## config.mk

```make
export PLATFORM = sky130hd
export DESIGN_NAME = bcd_conv_arbiter_flat
export DESIGN_NICKNAME = d
export VERILOG_FILES = /design/src/rtl/bcd_conv_arbiter_pkg.sv /design/src/rtl/bcd_conv_arbiter_if.sv /design/src/rtl/binary2bcd_div.sv /design/src/rtl/bcd_conv_arbiter.sv /design/src/flat_wrapper.sv
export SDC_FILE = /design/constraint.sdc
export NUM_CORES = 1
export LEC_CHECK = 0
export ABC_AREA = 0
export BUFFER_PORTS_ARGS = -buffer_cell sky130_fd_sc_hd__buf_2
export CAP_MARGIN = 20
export CORE_UTILIZATION = 30
export DETAILED_ROUTE_END_ITERATION = 6
export GPL_TIMING_DRIVEN = 0
export PLACE_DENSITY = 0.46
export SLEW_MARGIN = 20
export SYNTH_ARGS = -nofsm -noshare
export SYNTH_HDL_FRONTEND = slang
export SYNTH_SLANG_ARGS = --single-unit
export TNS_END_PERCENT = 10
```

## constraint.sdc

```tcl
create_clock -name clk -period 6 [get_ports clk]
set_input_delay 0.9 -clock clk [delete_from_list [all_inputs] [get_ports clk]]
set_output_delay 0.9 -clock clk [all_outputs]
set_load 0.02 [all_outputs]
```

## src/rtl/bcd_conv_arbiter_pkg.sv

```systemverilog
// Shared types and constants for the BCD conversion arbiter.
package bcd_arb_pkg;

    typedef enum logic [1:0] {
        IDLE = 2'd0,
        CONV = 2'd1,
        HOLD = 2'd2
    } state_t;

    localparam int BIN_W = 14;
    localparam int BCD_W = 16;

    localparam logic [BIN_W-1:0] BIN_MAX = 14'd9999;
    localparam logic [BCD_W-1:0] BCD_MAX = 16'h9999;

endpackage

```

## src/rtl/bcd_conv_arbiter_if.sv

```systemverilog
// Request/grant and result handshake bundle for bcd_conv_arbiter.
// slave = arbiter side, master = requesters + result consumer.
interface bcd_conv_arbiter_if
    import bcd_arb_pkg::*;
#(
    parameter int N_REQ = 4,
    parameter int ID_W  = $clog2(N_REQ)
);

    logic [N_REQ-1:0]            req;
    logic [N_REQ-1:0][BIN_W-1:0] req_bin;
    logic [N_REQ-1:0]            gnt;
    logic                        out_valid;
    logic                        out_ready;
    logic [BCD_W-1:0]            out_bcd;
    logic [ID_W-1:0]             out_id;
    logic                        out_ovf;

    modport slave (
        input  req, req_bin, out_ready,
        output gnt, out_valid, out_bcd, out_id, out_ovf
    );

    modport master (
        output req, req_bin, out_ready,
        input  gnt, out_valid, out_bcd, out_id, out_ovf
    );

endinterface

```

## src/rtl/binary2bcd_div.sv

```systemverilog
// Combinational 14-bit binary to 4-digit packed BCD by decimal division.
// Values above 9999 wrap modulo 10000 (thousands digit is taken mod 10).
module binary2bcd_div (
    input  logic [13:0] bin,
    output logic [15:0] bcd
);

    // Each digit is an independent divide/modulo of the operand.
    always_comb begin
        bcd[15:12] = 4'((bin / 14'd1000) % 14'd10);
        bcd[11:8]  = 4'((bin / 14'd100)  % 14'd10);
        bcd[7:4]   = 4'((bin / 14'd10)   % 14'd10);
        bcd[3:0]   = 4'(bin % 14'd10);
    end

endmodule

```

## src/rtl/bcd_conv_arbiter.sv

```systemverilog
// Round-robin arbiter that time-shares one binary2bcd_div among N_REQ
// requesters. IDLE grants and captures an operand, CONV registers the
// converted result, HOLD presents it until the consumer takes it.
// Optional feature macro: BCD_SAT_EN (clamp operands above 9999 to 9999
// and flag out_ovf); when undefined, operands wrap mod 10000 and out_ovf=0.
module bcd_conv_arbiter
    import bcd_arb_pkg::*;
#(
    parameter int N_REQ = 4,
    parameter int ID_W  = $clog2(N_REQ)
) (
    input  logic                clk,
    input  logic                rst_n,
    bcd_conv_arbiter_if.slave   bus
);

    state_t           state, state_d;
    logic             take, done, ack;
    logic [ID_W-1:0]  rr_ptr, id_q, win, win_nxt;
    logic [N_REQ-1:0] win_oh;
    logic [BIN_W-1:0] op_q, conv_in;
    logic [BCD_W-1:0] conv_bcd;

    // First requester at or after p, wrapping; p itself when none is set.
    function automatic logic [ID_W-1:0] rr_pick(input logic [N_REQ-1:0] r,
                                                input logic [ID_W-1:0]  p);
        logic [ID_W-1:0] w;
        logic            hit;
        int              idx;
        w   = p;
        hit = 1'b0;
        for (int i = 0; i < N_REQ; i++) begin
            idx = (int'(p) + i) % N_REQ;
            if (!hit && r[idx]) begin
                w   = ID_W'(idx);
                hit = 1'b1;
            end
        end
        return w;
    endfunction

    assign win     = rr_pick(bus.req, rr_ptr);
    assign win_oh  = {{(N_REQ-1){1'b0}}, 1'b1} << win;
    assign win_nxt = (win == ID_W'(N_REQ-1)) ? '0 : win + 1'b1;

`ifdef BCD_SAT_EN
    logic conv_ovf, ovf_q;

    assign conv_ovf = (op_q > BIN_MAX);
    assign conv_in  = conv_ovf ? BIN_MAX : op_q;

    // Overflow flag travels with the registered result.
    always_ff @(posedge clk or negedge rst_n) begin
        if (!rst_n)    ovf_q <= 1'b0;
        else if (done) ovf_q <= conv_ovf;
    end

    assign bus.out_ovf = ovf_q;
`else
    assign conv_in     = op_q;
    assign bus.out_ovf = 1'b0;
`endif

    binary2bcd_div u_conv (
        .bin (conv_in),
        .bcd (conv_bcd)
    );

    // Next-state and per-cycle action strobes.
    always_comb begin
        state_d = state;
        take    = 1'b0;
        done    = 1'b0;
        ack     = 1'b0;
        case (state)
            IDLE: if (|bus.req) begin
                take    = 1'b1;
                state_d = CONV;
            end
            CONV: begin
                done    = 1'b1;
                state_d = HOLD;
            end
            HOLD: if (bus.out_ready) begin
                ack     = 1'b1;
                state_d = IDLE;
            end
            default: state_d = IDLE;
        endcase
    end

    // State register.
    always_ff @(posedge clk or negedge rst_n) begin
        if (!rst_n) state <= IDLE;
        else        state <= state_d;
    end

    // Grant/capture, result register and handshake flag.
    always_ff @(posedge clk or negedge rst_n) begin
        if (!rst_n) begin
            rr_ptr        <= '0;
            op_q          <= '0;
            id_q          <= '0;
            bus.gnt       <= '0;
            bus.out_valid <= 1'b0;
            bus.out_bcd   <= '0;
            bus.out_id    <= '0;
        end else begin
            bus.gnt <= '0;
            if (take) begin
                op_q    <= bus.req_bin[win];
                id_q    <= win;
                bus.gnt <= win_oh;
                rr_ptr  <= win_nxt;
            end
            if (done) begin
                bus.out_bcd   <= conv_bcd;
                bus.out_id    <= id_q;
                bus.out_valid <= 1'b1;
            end
            if (ack) bus.out_valid <= 1'b0;
        end
    end

endmodule
```

## src/flat_wrapper.sv

```systemverilog
// flat-port wrapper written by rule: the top's interface ports become plain ports
module bcd_conv_arbiter_flat import bcd_arb_pkg::*;
#(
    parameter int N_REQ = 4,
    parameter int ID_W  = $clog2(N_REQ)
)
  (clk, rst_n, bus_req, bus_req_bin, bus_out_ready, bus_gnt, bus_out_valid, bus_out_bcd, bus_out_id, bus_out_ovf);
  bcd_conv_arbiter_if #(.N_REQ(N_REQ), .ID_W(ID_W)) bus_i ();
  input  logic clk;
  input  logic rst_n;
  input wire logic [$bits(bus_i.req)-1:0] bus_req;
  input wire logic [$bits(bus_i.req_bin)-1:0] bus_req_bin;
  input wire logic [$bits(bus_i.out_ready)-1:0] bus_out_ready;
  output wire logic [$bits(bus_i.gnt)-1:0] bus_gnt;
  output wire logic [$bits(bus_i.out_valid)-1:0] bus_out_valid;
  output wire logic [$bits(bus_i.out_bcd)-1:0] bus_out_bcd;
  output wire logic [$bits(bus_i.out_id)-1:0] bus_out_id;
  output wire logic [$bits(bus_i.out_ovf)-1:0] bus_out_ovf;
  assign bus_i.req = bus_req;
  assign bus_i.req_bin = bus_req_bin;
  assign bus_i.out_ready = bus_out_ready;
  assign bus_gnt = bus_i.gnt;
  assign bus_out_valid = bus_i.out_valid;
  assign bus_out_bcd = bus_i.out_bcd;
  assign bus_out_id = bus_i.out_id;
  assign bus_out_ovf = bus_i.out_ovf;
  bcd_conv_arbiter #(.N_REQ(N_REQ), .ID_W(ID_W)) u_core (.clk(clk), .rst_n(rst_n), .bus(bus_i));
endmodule
```

==> flow_metrics.tcl, run 1 <==
set metrics [dict create \
    status "finished, final reports clean" \
    crit_type "reg2reg" \
    die_h_um 150 \
    portBuffers 85 \
    synth_top_area_share 0.163 \
    maxCapViolCount 0 \
    vias 6996 \
    timing.slew.headroom 0.477 \
    syn_area_sq_mm 0.00659 \
    crit_path_start_kind "flop" \
    fin_crit_ns 5.68 \
    ys_seq_area_frac 0.163 \
    cts_hold_buf 0 \
    routed_wl_mm 21.7 \
    crit_arrival_ns 5.82 \
    dp_cells 1221 \
    layout.cells.non_filler 1229 \
    ys_top_cells_by_area "dfrtp_1 (16%), nand2_1 (6.2%), mux4_2 (4.8%)" \
    drv_slew 0 \
    synth_warnings 0 \
    via_per_inst 5.69 \
    syn_avg_cell_area_sq_um 7.66 \
    synth_edf_count 0 \
    finalSetupViolations 0 \
    grt_pass1_vias 6687 \
    ys_async_sr_fraction 1.00 \
    grt_pass1_wl_mm 35.6 \
    gp_congestion 0.841 \
    worstPathMaxFanout 10 \
    clock-skew-final_ns 0.0105 \
    cts.path.max_buffers 2 \
    initial_core_util 0.310 \
    firstDrtPassIters 5 \
    synthCells 860 \
    nNetsFinal 1030 \
    drive_above_1_share 0.230 \
    core_sq_mm 0.0213 \
    cts_tree "done" \
    die_w_um 150 \
    drt_iter0_drc 483 \
    cts_max_level 2 \
    grt_antenna_before_repair 0 \
    postLayoutCoreUtil 0.357 \
    synthDistinctLibCells 109 \
    ant_nets 0 \
    clkTransAtPathRegs_ns 0.07 \
    wl_per_cell_um 17.7 \
    ys_ff_latch 43 \
    worstMarginPinSlew_ns 0.785 \
    fillCellCount 2287 \
    cp_data_required_time_ns 6.14 \
    synth_top_flop_cell "dfrtp_1" \
    dpl.hpwl_mm 16.7 \
    grt_max_degree 29 \
    timing.fmax_mhz 176 \
    hold_viol_final 0 \
    row_count 53 \
    yosysTopAreaCell "dfrtp_1" \
    cts_buffers 5 \
    period_share 0.946 \
    cts.sinks 43 \
    tns_ns 0 \
    io_pins 87 \
    antenna_cells 0 \
    insertion_delay_ns 0.29 \
    dieArea_sq_mm 0.0226 \
    grt.overflow.total 0 \
    end_kind "flop" \
    grt_use_total 0.198 \
    areaGrowthSynthToFinish_pct 15.4 \
    drcViolationCount 0 \
    syn_nets 937 \
    root_buffer "clkbuf_16" \
    min_path_type "reg2reg" \
]
cells in the final DEF, fill, tap and decap left out, types with 5 or more instances in the layout:
cell       count
nand2_1      108
buf_2         96
nor2_1        65
o21ai_0       61
a21oi_1       55
dfrtp_1       43
clkbuf_1      31
nand3_1       28
nor3_1        27
inv_1         25
xnor2_1       22
mux2i_1       16
and2_1        15
buf_6         14
mux4_2        14
ha_1          14
o211ai_1      13
o21ai_1       11
nand2b_1       9
a211oi_1       9
and3_1         9
nor2b_1        9
o31ai_1        9
a22oi_1        9
a21o_1         9
nor4_1         8
a31oi_1        8
o22ai_1        7
a211o_1        7
or3_1          7
o32ai_1        6
a21oi_2        6
a311oi_1       6
buf_4          5
inv_2          5
nor2_2         5
clkbuf_16      5
layout make-up:
class                           count  area, sq um  area share
Clock buffer                        7          143      0.0188
Buffer                             65          409      0.0538
Sequential cell                    43         1080       0.142
Inverter                           34          133      0.0174
Clock inverter                      1         8.76     0.00115
Tap cell                          275          344      0.0453
Multi-Input combinational cell    718         5040       0.663
Timing Repair Buffer               86          445      0.0586
cells in the mapped netlist (all sizes together) (6+ instances only):
cell / number
nand2: 112
o21ai: 76
nor2: 71
a21oi: 62
dfrtp: 43
buf: 34
clkbuf: 31
inv: 31
nand3: 29
nor3: 29
xnor2: 23
mux2i: 17
o211ai: 17
and2: 16
ha: 14
mux4: 14
o31ai: 13
a211oi: 12
a22oi: 11
nor4: 11
and3: 10
a21o: 9
nand2b: 9
nor2b: 9
a31oi: 8
o22ai: 8
a211o: 7
o32ai: 7
or3: 7
a311oi: 6
per-stage QoR:
stage               hold WS [ns]  setup WS (ns)  instance area [sq um]
CTS                        0.491          0.138                   7540
global route               0.508        -0.0583                   7600
global placement           0.467         -0.206                   7360
detailed placement         0.462        -0.0725                   7380
floorplan                  0.439          0.978                   6590
finish                     0.483          0.323                   7600
routing by layer:
| metal | global-route usage | up-vias | part of all wire |
|---|---|---|---|
| met5 | 0 | - | 0 |
| met4 | 0.0449 | 0 | 0.016 |
| met3 | 0.0136 | 22 | 0.045 |
| met2 | 0.329 | 203 | 0.46 |
| met1 | 0.278 | 3326 | 0.48 |
| li1 | - | 3445 | - |
worst max-delay path, stage by stage, from the launching register on:
cell and delay, ns:
dfrtp_1 0.40, buf_2 0.24, buf_6 0.18, nor2_2 0.08
o311ai_2 0.37, o311a_4 0.31, a211o_1 0.21, o211a_2 0.25
a21oi_4 0.11, or3_1 0.48, and2_1 0.22, buf_2 0.20
nor3_1 0.17, o21ai_0 0.11, o311ai_1 0.19, inv_1 0.18
ha_1 0.30, o41ai_1 0.40, a211oi_1 0.12, nand3_1 0.10
o32a_1 0.24, nor2_1 0.07, a2111oi_0 0.47, a311oi_1 0.09
cell families after synthesis:
kind of cell	share of synthesized area
AND/OR/NAND/NOR	0.244
other	0.000569
adder cells (fa/ha/maj)	0.0281
buffers and inverters	0.0817
flip-flops	0.163
AO/OA/AOI/OAI	0.369
multiplexers	0.0788
XOR/XNOR	0.0344
flip-flops by register name, indices dropped and copies added, names as in the netlist:
name / cells
u_core.bus.out_id: 2
u_core.bus.out_bcd: 16
u_core.conv_in: 14
u_core.id_q: 2
u_core.bus.gnt: 4
u_core.bus.out_valid: 1
u_core.rr_ptr: 2
u_core.state: 2
final timing paths:
| kind | start | to | slack [ns] | cells after the start |
|---|---|---|---|---|
| worst max-delay path | u_core.conv_in[10]$_DFFE_PN0P_ | u_core.bus.out_bcd[11]$_DFFE_PN0P_ | 0.32 | 23 |
| worst min-delay path | u_core.id_q[1]$_DFFE_PN0P_ | u_core.bus.out_id[1]$_DFFE_PN0P_ | 0.48 | 2 |
| worst max register to register | u_core.conv_in[10]$_DFFE_PN0P_ | u_core.bus.out_bcd[11]$_DFFE_PN0P_ | 0.32 | 23 |
| worst min register to register | u_core.id_q[1]$_DFFE_PN0P_ | u_core.bus.out_id[1]$_DFFE_PN0P_ | 0.48 | 2 |
| max in group asynchronous | rst_n | u_core.state[0]$_DFFE_PN0P_ | 4.92 | 2 |
| min in group asynchronous | rst_n | u_core.conv_in[5]$_DFFE_PN0P_ | 0.55 | 1 |
repair_timing:
item	in CTS	in global routing
endpoints found under the setup margin	1	6
gates resized for setup	1	15
buffers inserted	0	0
Power of run 1 is left out: the tool's default activity adds up to more than one toggle a clock period on the data nets, which glitch-free logic cannot reach.
==> run 2: changes to the inputs <==
Settings changed: PLACE_DENSITY 0.46 to unset.
==> flow_metrics.tcl, run 2 (same netlist as run 1, synthesis figures left out) <==
set metrics [dict create \
    r2r-start "u_core.conv_in[11]$_DFFE_PN0P_" \
    crit_type "reg2reg" \
    finalSetupViolations 0 \
    crit_arrival_ns 5.81 \
    fillCellCount 2214 \
    core_sq_mm 0.0213 \
    cts_tree "done" \
    timing.slew.headroom 0.474 \
    grt.overflow.total 0 \
    rsz0062_at_grt "yes" \
    wl_per_cell_um 16.7 \
    min_path_type "reg2reg" \
    final_cell_mix "nand2_1 (108), buf_2 (95), nor2_1 (65)" \
    grt_antenna_before_repair 0 \
    insertion_delay_ns 0.30 \
    vias 7122 \
    routed_wl_mm 20.6 \
    largest_reg_flops 16 \
    whs_path_depth 1 \
    holdPathEnd "u_core.id_q[0]$_DFFE_PN0P_" \
    r2r_slack_ns 0.33 \
    via_per_inst 5.78 \
    grt_use_total 0.183 \
    cts_max_level 2 \
    firstDrtPassIters 6 \
    placed_area_sq_mm 0.00736 \
    dieArea_sq_mm 0.0226 \
    timing.fmax_mhz 176 \
    row_count 53 \
    worstMarginPinSlew_ns 0.789 \
    final_cell_area_sq_mm 0.00766 \
    crit_path_start_kind "flop" \
    die_h_um 150 \
    gp_congestion 0.930 \
    drive_above_1_share 0.232 \
    areaGrowthSynthToFinish_pct 16.3 \
    worstReg2RegEnd "u_core.bus.out_bcd[11]$_DFFE_PN0P_" \
    root_buffer "clkbuf_16" \
    io_pins 87 \
    dpl.hpwl_mm 15.7 \
    cts.path.max_buffers 2 \
    cts.sinks 43 \
    portBuffers 85 \
    rr_worst_depth 20 \
    antenna_cells 0 \
    cts_buffers 5 \
    layout.cells.non_filler 1233 \
    clock-skew-final_ns 0.00766 \
    ant_nets 0 \
    initial_core_util 0.310 \
    die_w_um 150 \
    drt_iter0_drc 689 \
    end_kind "flop" \
    cts_hold_buf 0 \
    fin_crit_ns 5.67 \
    hold_viol_final 0 \
    cp_data_required_time_ns 6.14 \
    drv_slew 0 \
    period_share 0.944 \
    maxCapViolCount 0 \
    tns_ns 0 \
    worstPathMaxFanout 10 \
    status "finished, final reports clean" \
    grt_max_degree 44 \
    drcViolationCount 0 \
    grt_pass1_wl_mm 33.8 \
    nNetsFinal 1034 \
    grt_pass1_vias 6686 \
    hold_start "u_core.id_q[0]$_DFFE_PN0P_" \
    clkTransAtPathRegs_ns 0.07 \
    regMostFlops "u_core.bus.out_bcd" \
    dp_cells 1220 \
    mostFrequentLayoutCell "nand2_1" \
]
run 2: cell type report:
cell class              count  area [sq um]  area share
plain buffers              65           408      0.0532
flip-flops and latches     43          1080       0.140
clock inverters             3          71.3     0.00931
well taps                 275           344      0.0449
repair buffers             90           465      0.0608
clock buffers               5           125      0.0163
multi-input cells         718          5040       0.658
inverters                  34           133      0.0173
run 2: worst max-delay path by stage:
stage	depth (start not counted)	slack [ns]	startpoint	end
4_1_cts	20	0.23	u_core.conv_in[11]$_DFFE_PN0P_	u_core.bus.out_bcd[11]$_DFFE_PN0P_
3_3_place_gp	20	0.06	u_core.conv_in[11]$_DFFE_PN0P_	u_core.bus.out_bcd[11]$_DFFE_PN0P_
5_1_grt	20	-0.01	u_core.conv_in[11]$_DFFE_PN0P_	u_core.bus.out_bcd[11]$_DFFE_PN0P_
3_5_place_dp	20	0.03	u_core.conv_in[11]$_DFFE_PN0P_	u_core.bus.out_bcd[11]$_DFFE_PN0P_
2_1_floorplan	26	0.98	u_core.conv_in[9]$_DFFE_PN0P_	u_core.bus.out_bcd[7]$_DFFE_PN0P_
6_report	20	0.33	u_core.conv_in[11]$_DFFE_PN0P_	u_core.bus.out_bcd[11]$_DFFE_PN0P_
run 2: critical path: stages, from the launching register on:
cell	delay, ns
dfrtp_1	0.39
buf_6	0.16
buf_8	0.15
buf_6	0.16
a21oi_1	0.08
o31ai_2	0.58
nor3_1	0.11
o21ai_1	0.37
ha_1	0.32
a21oi_1	0.48
nand2_1	0.20
o311ai_1	0.57
inv_1	0.17
ha_1	0.29
o41ai_1	0.40
a211oi_1	0.12
nand3_1	0.09
o32a_1	0.25
nor2_1	0.08
a2111oi_1	0.42
a311oi_1	0.09
run 2: per-layer routing:
layer  part of all wire  track usage  wire [um]
met1               0.47        0.246       9590
met2               0.47        0.313       9710
met3              0.044       0.0139        910
met4              0.019       0.0515        388
met5                  0            0          0
run 2: timing repair:
| item | 4_1_cts | 5_1_grt |
|---|---|---|
| cloned | 0 | 0 |
| gates resized for setup | 1 | 14 |
| buffers inserted | 0 | 5 |
| setup endpoints to repair | 1 | 5 |
| pin swaps | 0 | 1 |
run 2: through the flow:
step / util / setup WS, ns / hold slack (ns)
after floorplan: - / 0.978 / 0.439
after global placement: 0.346 / 0.0613 / 0.468
after detailed placement: 0.346 / 0.0309 / 0.469
after CTS: 0.355 / 0.234 / 0.493
after global routing: 0.360 / -0.0143 / 0.509
final: 0.360 / 0.333 / 0.488
Power of run 2 is left out for the same reason.
==> run 3: changes to the inputs <==
Settings changed: CORE_MARGIN set to 5, GPL_TIMING_DRIVEN 0 to 1.
==> flow_metrics.tcl, run 3 (same netlist as run 1, synthesis figures left out) <==
set metrics [dict create \
    drive_above_1_share 0.244 \
    end_kind "flop" \
    grt.overflow.total 0 \
    grt_antenna_before_repair 0 \
    cp_data_required_time_ns 6.17 \
    fillCellCount 2345 \
    insertion_delay_ns 0.30 \
    gp_congestion 0.907 \
    status "finished, final reports clean" \
    rsz0062_at_grt "no" \
    finalSetupViolations 0 \
    regMostFlops "u_core.bus.out_bcd" \
    nNetsFinal 1007 \
    placed_area_sq_mm 0.00729 \
    mostFrequentLayoutCell "nand2_1" \
    final_cell_mix "nand2_1 (109), buf_2 (84), nor2_1 (65)" \
    crit_chain "buf_4 -> o211ai_1 -> o22ai_1 -> o21bai_1 -> o311ai_1 -> nand2_1 -> nor2_2 -> o32a_1 -> nand2_1 -> o31a_1 -> a21o_1 -> inv_6 -> xnor2_1 -> inv_1 -> ha_1 -> inv_1 -> nor2_1 -> or3b_2 -> a21o_1 -> o41ai_4 -> nor3_1 -> a211oi_1 -> o21ai_1" \
    clkTransAtPathRegs_ns 0.07 \
    crit_type "reg2reg" \
    path_buf_inv 4 \
    fin_crit_ns 5.55 \
    met1_usage 0.207 \
    dieArea_sq_mm 0.0250 \
    core_sq_mm 0.0218 \
    dpl.hpwl_mm 15.0 \
    worstPathMaxFanout 12 \
    post_cts_buffers 0 \
    grt_pass1_vias 6584 \
    hold_viol_final 0 \
    grt_pass1_wl_mm 32.7 \
    timing.fmax_mhz 180 \
    max_stage_delay_ns 0.52 \
    postLayoutCoreUtil 0.343 \
    firstDrtPassIters 5 \
    via_per_inst 5.67 \
    critPathTopFamily "compound AO/OA/AOI/OAI gates" \
    final_cell_area_sq_mm 0.00746 \
    cts_max_level 2 \
    met3_usage 0.0150 \
    wl_per_cell_um 16.2 \
    routed_wl_mm 19.6 \
    cts.sinks 43 \
    grt_util_met2 0.272 \
    worstMarginPinSlew_ns 0.978 \
    grt_use_total 0.156 \
    grt_most_used_layer "met2" \
    dp_cells 1203 \
    clock-skew-final_ns 0.00382 \
    crit_path_start_kind "flop" \
    drt_iter0_drc 547 \
    antenna_cells 0 \
    period_share 0.924 \
    cts_hold_buf 0 \
    cts.path.max_buffers 2 \
    largest_reg_flops 16 \
    ant_nets 0 \
    layout.cells.non_filler 1211 \
    postCtsResizedCells 0 \
    portBuffers 85 \
    initial_core_util 0.303 \
    die_w_um 158 \
    cts_tree "done" \
    multi_input_comb_area_sq_mm 0.00499 \
    grt_max_degree 44 \
    drcViolationCount 0 \
    row_count 54 \
    maxCapViolCount 0 \
    io_pins 87 \
    final-seq-area_sq_mm 0.00108 \
    cp_slowest_cell "dfrtp_1" \
    vias 6864 \
    crit_arrival_ns 5.72 \
    cts_buffers 5 \
    drv_slew 0 \
    timing.slew.headroom 0.347 \
    root_buffer "clkbuf_16" \
    die_h_um 158 \
    min_path_type "reg2reg" \
    areaGrowthSynthToFinish_pct 13.3 \
    tns_ns 0 \
]
==> run 3: cell types whose count changed in the layout (fill, tap and decap cells not counted), sizes merged <==
cell | before | now
clkinvlp | 0 | 1
clkbuf | 37 | 6
bufinv | 2 | 0
buf | 123 | 128
==> run 3: path summary, 6_finish.rpt <==
kind / cells after the start / from / to / slack (ns)
max in group asynchronous: 1 / rst_n / u_core.conv_in[10]$_DFFE_PN0P_ / 4.99
setup reg to reg: 23 / u_core.conv_in[9]$_DFFE_PN0P_ / u_core.bus.out_bcd[7]$_DFFE_PN0P_ / 0.45
hold reg to reg: 2 / u_core.bus.out_id[1]$_DFFE_PN0P_ / u_core.bus.out_id[1]$_DFFE_PN0P_ / 0.48
hold / removal: 2 / u_core.bus.out_id[1]$_DFFE_PN0P_ / u_core.bus.out_id[1]$_DFFE_PN0P_ / 0.48
min in group asynchronous: 1 / rst_n / u_core.rr_ptr[1]$_DFFE_PN0P_ / 0.60
setup / recovery: 23 / u_core.conv_in[9]$_DFFE_PN0P_ / u_core.bus.out_bcd[7]$_DFFE_PN0P_ / 0.45
==> run 3: through the flow <==
step | hold WS (ns) | setup WS [ns]
after global placement | 0.461 | 0.478
after floorplan | 0.439 | 0.978
final | 0.480 | 0.454
after global routing | 0.514 | 0.0113
after detailed placement | 0.468 | 0.317
after CTS | 0.488 | 0.314
==> run 3: cell type report <==
class,instances,share of cell area
Multi-Input combinational cell,718,0.669
Sequential cell,43,0.145
Timing Repair Buffer,128,0.101
Tap cell,280,0.0469
Clock buffer,6,0.0186
Inverter,34,0.0183
Clock inverter,2,0.00184
==> run 3: tightest hold or removal path: cells and delay by family (launching register included) <==
kind	cells	cell delay, ns
DFF	1	0.34
and+or+nand+nor	2	0.11
==> run 3: per-layer routing <==
metal | routed length [um] | vias to the layer above
met2 | 9670 | 187
met5 | 0 | -
met4 | 247 | 0
met3 | 826 | 18
li1 | - | 3394
met1 | 8870 | 3265
Power of run 3 is left out for the same reason.
